[config.mk]
export PLATFORM = sky130hd
export DESIGN_NAME = tau_gemm_engine
export DESIGN_NICKNAME = d
export VERILOG_FILES = /design/src/rtl/tau_gemm_engine.sv
export SDC_FILE = /design/constraint.sdc
export NUM_CORES = 2
export LEC_CHECK = 0
export CORE_MARGIN = 2
export CORE_UTILIZATION = 55
export DETAILED_ROUTE_END_ITERATION = 10
export GPL_TIMING_DRIVEN = 0
export PLACE_DENSITY = 0.87
export SETUP_SLACK_MARGIN = 0.5
export SLEW_MARGIN = 20
export SYNTH_ARGS = -nofsm -noshare
export SYNTH_HDL_FRONTEND = slang
export SYNTH_SLANG_ARGS = --single-unit
[constraint.sdc]
create_clock -name clk -period 18.5 [get_ports clk]
set_input_delay 3.7 -clock clk [delete_from_list [all_inputs] [get_ports clk]]
set_output_delay 3.7 -clock clk [all_outputs]
set_load 0.05 [all_outputs]
[src/rtl/tau_gemm_engine.sv]
// Temporal-unary GEMM engine: accumulates rank-1 beats a (outer) b into an M x N matrix,
// applying each a[i] as a pulse train of b[j] additions with saturation and a stream handshake.
module tau_gemm_engine #(
    parameter int unsigned DIM_M    = 4,
    parameter int unsigned DIM_N    = 4,
    parameter int unsigned BITWIDTH = 8,
    parameter int unsigned ACC_BITS = 24
) (
    input  logic                                          clk,
    input  logic                                          reset,
    input  logic                                          in_valid,
    output logic                                          in_ready,
    input  logic [DIM_M-1:0][BITWIDTH-1:0]                in_a,
    input  logic [DIM_N-1:0][BITWIDTH-1:0]                in_b,
    input  logic                                          in_last,
    input  logic                                          early_exit,
    output logic [DIM_M-1:0][DIM_N-1:0][ACC_BITS-1:0]     out,
    output logic                                          out_valid,
    input  logic                                          out_ready,
    output logic                                          overflow,
    output logic                                          busy
);

    typedef enum logic [1:0] {StIdle, StRun, StDone} state_e;

    state_e state_q, state_d;

    logic [DIM_M-1:0][BITWIDTH-1:0]            a_q, a_d;
    logic [DIM_N-1:0][BITWIDTH-1:0]            b_q, b_d;
    logic                                      last_q, last_d;
    logic [BITWIDTH-1:0]                       win_q, win_d;
    logic [BITWIDTH-1:0]                       cnt_q, cnt_d;
    logic [DIM_M-1:0][DIM_N-1:0][ACC_BITS-1:0] acc_q, acc_d;
    logic                                      ovf_q, ovf_d;
    logic                                      clear_q, clear_d;
    logic                                      shown_q, shown_d;

    logic                accept;
    logic                run_end;
    logic [BITWIDTH-1:0] run_last;
    logic [BITWIDTH-1:0] max_a;
    logic [ACC_BITS:0]   sum;

    assign accept   = in_valid && in_ready;
    // A zero window still occupies one RUN cycle.
    assign run_last = (win_q == '0) ? '0 : win_q - BITWIDTH'(1);
    assign run_end  = (cnt_q == run_last);

    always_comb begin
        max_a = '0;
        for (int unsigned i = 0; i < DIM_M; i++) begin
            if (in_a[i] > max_a) max_a = in_a[i];
        end
    end

    // State register
    always_ff @(posedge clk or posedge reset) begin
        if (reset) state_q <= StIdle;
        else       state_q <= state_d;
    end

    // Next-state logic
    always_comb begin
        state_d = state_q;
        unique case (state_q)
            StIdle:  if (accept) state_d = StRun;
            StRun:   if (run_end) state_d = last_q ? StDone : StIdle;
            StDone:  if (out_valid && out_ready) state_d = StIdle;
            default: state_d = StIdle;
        endcase
    end

    // Output logic; the result is presented one cycle after the last accumulate lands.
    always_comb begin
        in_ready  = (state_q == StIdle);
        busy      = (state_q != StIdle);
        out_valid = (state_q == StDone) && shown_q;
        overflow  = ovf_q;
        out       = acc_q;
    end

    always_comb begin
        a_d     = a_q;
        b_d     = b_q;
        last_d  = last_q;
        win_d   = win_q;
        cnt_d   = cnt_q;
        acc_d   = acc_q;
        ovf_d   = ovf_q;
        clear_d = clear_q;
        sum     = '0;
        shown_d = (state_q == StDone) && (state_d == StDone);
        if (accept) begin
            a_d     = in_a;
            b_d     = in_b;
            last_d  = in_last;
            win_d   = early_exit ? max_a : '1;
            cnt_d   = '0;
            clear_d = 1'b0;
            if (clear_q) begin
                acc_d = '0;
                ovf_d = 1'b0;
            end
        end else if (state_q == StRun) begin
            cnt_d = cnt_q + BITWIDTH'(1);
            for (int unsigned i = 0; i < DIM_M; i++) begin
                for (int unsigned j = 0; j < DIM_N; j++) begin
                    if (cnt_q < a_q[i]) begin
                        sum = {1'b0, acc_q[i][j]} + {{(ACC_BITS + 1 - BITWIDTH){1'b0}}, b_q[j]};
                        if (sum[ACC_BITS]) begin
                            acc_d[i][j] = '1;
                            ovf_d       = 1'b1;
                        end else begin
                            acc_d[i][j] = sum[ACC_BITS-1:0];
                        end
                    end
                end
            end
        end else if (out_valid && out_ready) begin
            clear_d = 1'b1;
        end
    end

    always_ff @(posedge clk or posedge reset) begin
        if (reset) begin
            a_q     <= '0;
            b_q     <= '0;
            last_q  <= 1'b0;
            win_q   <= '0;
            cnt_q   <= '0;
            acc_q   <= '0;
            ovf_q   <= 1'b0;
            clear_q <= 1'b1;
            shown_q <= 1'b0;
        end else begin
            a_q     <= a_d;
            b_q     <= b_d;
            last_q  <= last_d;
            win_q   <= win_d;
            cnt_q   <= cnt_d;
            acc_q   <= acc_d;
            ovf_q   <= ovf_d;
            clear_q <= clear_d;
            shown_q <= shown_d;
        end
    end

endmodule

# Word-level counts from Yosys, hierarchy flattened
# Cells that the tools add are included.
# totals
word_cells,178
input_bits,70
output_inout_bits,388
register_bits,470
# op_classes
eq_ne,6
order_cmp,8
muxes,96
reduce_logical,19
addsub,18
# op_table
op,count
two-way mux 384 bit,3
two-way mux 24 bit,32
adder 24 x 8 -> 25 bit,16
two-way mux 8 bit,8
two-way mux 1 bit,48
< comparator 8 bit,4
> comparator 8 bit,3
nonzero test 2 bit,7
AND reduction 3 bit,4
"adder 8 x 1 -> 8 bit, second input constant",1
equality test 8 bit,1
"> comparator 8 x 1 -> 1 bit, second input constant",1
zero test 8 bit,1
two-way mux 2 bit,4
"subtractor 8 x 1 -> 8 bit, second input constant",1
one-hot mux 2 bit (3 select lines),1
"equality test 2 bit, second input constant",2
logical AND 1 bit,4
"inequality test 2 bit, second input constant",2
AND reduction 2 bit,2
"equality test 2 x 1 -> 1 bit, second input constant",1
zero test 2 bit,1

# Depth between registers and ports, before layout
# depth
word_depth,45
ltp_mapped,24
depth_no_buf,24

# Least setup slack after synthesis
# OpenSTA, ideal clock, no wires.
# synth_path
path_type,in2reg
startpoint,input in_a[7] (netlist name)
endpoint,register win_q[0]
setup_time_ns,0.145
path_stages,21
setup_slack_ns,10.044
required_ns,18.355
n_path_buf,1
arrival_time_ns,8.311
path_cell_list,inv_1 ha_1 and4_1 o21ai_0 a32oi_2 mux2i_1 ha_1 nor2b_1 o21a_1 o21ai_0 a21oi_1 o31ai_2 clkbuf_1 o21ai_0 ha_1 and3_1 a221o_1 a221oi_1 o211ai_1 nor2_1 a221oi_1
# synth_via
elab_chain_len,9
# synth_rtl
item,line,source
"start, declared",13,"input logic [DIM_M-1:0][BITWIDTH-1:0] in_a,"
> comparator 8 x 1 -> 1 bit,52,if (in_a[i] > max_a) max_a = in_a[i];
two-way mux 8 bit (*),52,
> comparator 8 bit,52,
two-way mux 8 bit (*),52,
> comparator 8 bit,52,
two-way mux 8 bit (*),52,
> comparator 8 bit,52,
two-way mux 8 bit (*),52,
two-way mux 8 bit (*),97,win_d = early_exit ? max_a : '1;
"end signal, assigned",139,win_q <= win_d;
"end, declared",31,"logic [BITWIDTH-1:0] win_q, win_d;"
# Every way passes the cells marked *; elsewhere a longest branch is shown, timed or not.
# A chain may end at the register's enable or synchronous reset.

# Final worst setup path
# layout_path
startpoint,input in_a[7] (netlist name)
endpoint,register win_q[5]
# The elaborated chain is that of the path after synthesis.

==> reports/metrics.yaml <==
hpwl_mm: 82.0
final_cell_mix: "dfrtp_1, clkdlybuf4s50_1, nand2_1"
grt_pass1_wl_mm: 169
drt_iter0_markers: 3732
clock_latency_ps: 630
yosysWarnings: 0
status: "complete, no violations"
syn_nets: 3636
cts_buffers: 53
end_kind: "flip-flop"
multi_input_area_sq_um: 16600
drtPass1Iterations: 6
worst-setup-path-type: "input pin to flip-flop"
cts.path.max_buffers: 3
synth-compound-area-share: 0.232
async_flop_share: 1.00
start_kind: "input pin"
hold_buffers: 0
drive_above_1_share: 0.0524
grt_pass1_vias: 29016
antenna_found_initial: 6
wl_per_cell_um: 24.3
synth-xor-area-share: 0.0249
min-delay-start: "a_q[0]"
synthDominantCellAreaShare: 0.397
port_buffers: 457
required_ps: 18960
yosys.cell_types.count: 94
ys_top_cells_by_area: "dfrtp_1, ha_1, nand2_1"
initial_core_util: 0.559
syn-cell-area_sq_um: 29500
fin_ws_ps: 8970
maxCapViolations: 0
post_cts_resized: 0
grt_use_total: 0.394
drc: 0
yosysTopAreaCell: "dfrtp_1"
worstReg2RegStart: "b_q[9]"
cp_max_fo: 10
arrival_ps: 9990
yosys_most_used_dff: "dfrtp_1"
syn_area_per_cell_sq_um: 8.77
gp_congestion: 0.988
fmax_mhz: 105
yosys.area_share.adder: 0.0880
synth_top_family_by_area: "compound AO/OA/AOI/OAI gates"
ys_ff_latch: 470
period_needed_ps: 9530
synth_mux_area_frac: 0.00644
core.rowCount: 84
dpl_worst_slack_ps: 8470
regToRegSetupSlack_ps: 14740
synth-edff-count: 0
grt_overflow: 0
worstHoldPathCells: 2
hold_violations: 0
routed_wl_mm: 112
io_pins: 458
ant_nets: 0
r2r_end: "out[316]"
reg2reg_depth: 9
core-area_sq_um: 52900
nets: 4152
layout_commonest_cell: "dfrtp_1"
ys_seq_area_frac: 0.398
setup_viol: 0
hp-class: "flip-flop to flip-flop"
die_y_um: 236
fin_crit_sh: 0.515
worstMarginPinSlew_ps: 1250
synth-simple-area-share: 0.212
die_area_sq_um: 55600
ff_latch_area_sq_um: 11800
grt_max_degree: 100
layout-area-overhead-vs-synth_pct: 24.8
die_w_um: 236
cts_tree: "done"
num-fill-cells: 4051
ctsHtreeMaxLevel: 2
post_cts_buffers: 0
cts_sinks: 470
num_vias: 30743
cts_root_buf: "clkbuf_16"
rsz0062_at_grt: "false"
holdPathEnd: "a_q[0]"
clk_pin_slew_ps: 60
syn-instance-count: 3368
viasPerCell: 6.65
relSlewSlack: 0.167
skew_ps: 24.0
slew_violations: 0
setup_tns_ps: 0
==> per-stage QoR <==
step                      instance area, sq um   util  hold WS (ps)  std cells
after global routing                     36800  0.697           523       4622
after floorplan                          29500      -           438       3368
after detailed placement                 35100  0.664           455       4517
after global placement                   35000  0.661           450       4513
after CTS                                36800  0.697           469       4616
final                                    36800  0.697           469       4622
==> sequential cells by signal, indices dropped and copies added (netlist names) <==
signal,cells
shown_q,1
win_q,8
state_q,2
overflow,1
clear_q,1
a_q,32
out,384
last_q,1
b_q,32
cnt_q,8
==> cells in the mapped netlist (67+ instances only) <==
master    number
a211oi_1      67
a21oi_1      259
a31oi_1       79
and3_1        87
clkbuf_1     109
dfrtp_1      469
ha_1         182
inv_1        133
nand2_1      382
nand3_1      146
nor2_1       243
nor3_1       116
o21ai_0      275
==> cell type report <==
class	instances	area share
multi-input combinational	2611	0.452
sequential	470	0.319
timing repair buffer	461	0.127
clock buffer	73	0.0408
tap	688	0.0234
buffer	154	0.0175
inverter	133	0.0138
clock inverter	26	0.00618
antenna	6	0.000408
==> worst max path at each step <==
stage               cells past startpoint  slack [ps]        to  startpoint
detailed placement                     22        8470  win_q[5]     in_a[7]
global route                           22        8540  win_q[4]     in_a[7]
global placement                        2       -4140  out[326]       reset
finish                                 22        8970  win_q[5]     in_a[7]
CTS                                    22        9090  win_q[5]     in_a[7]
floorplan                               1        1690    a_q[0]       reset
==> routing by layer <==
layer	GRT usage	wire length, um	up-vias
met5	0	0	-
li1	-	-	13558
met4	0.263	8580	0
met3	0.103	13500	426
met2	0.588	47900	2027
met1	0.505	42500	14732
==> worst max-delay path, cell delays in order <==
cell,delay (ps)
clkdlybuf4s50_1,560
inv_1,70
ha_1,280
and4_1,230
o21ai_0,110
a32oi_2,560
mux2i_1,480
ha_1,320
nor2b_1,140
o21a_1,160
o21ai_0,170
a21oi_1,100
o31ai_2,510
clkbuf_1,370
o21ai_0,140
ha_1,310
and3_1,190
a221o_1,370
a221oi_1,370
o211ai_1,180
nor2_1,470
a221oi_1,190
==> kinds of logic after synthesis <==
family / Yosys count
muxes: 19
xor gates and xnor gates: 84
and+or+nand+nor: 1254
DFF: 470
AOI/OAI and AO/OA: 1056
adders and majority gates: 198
buffers and inverters: 287
Power is left out: the tool's default activity adds up to more than one toggle a clock period on the data nets, which glitch-free logic cannot reach.
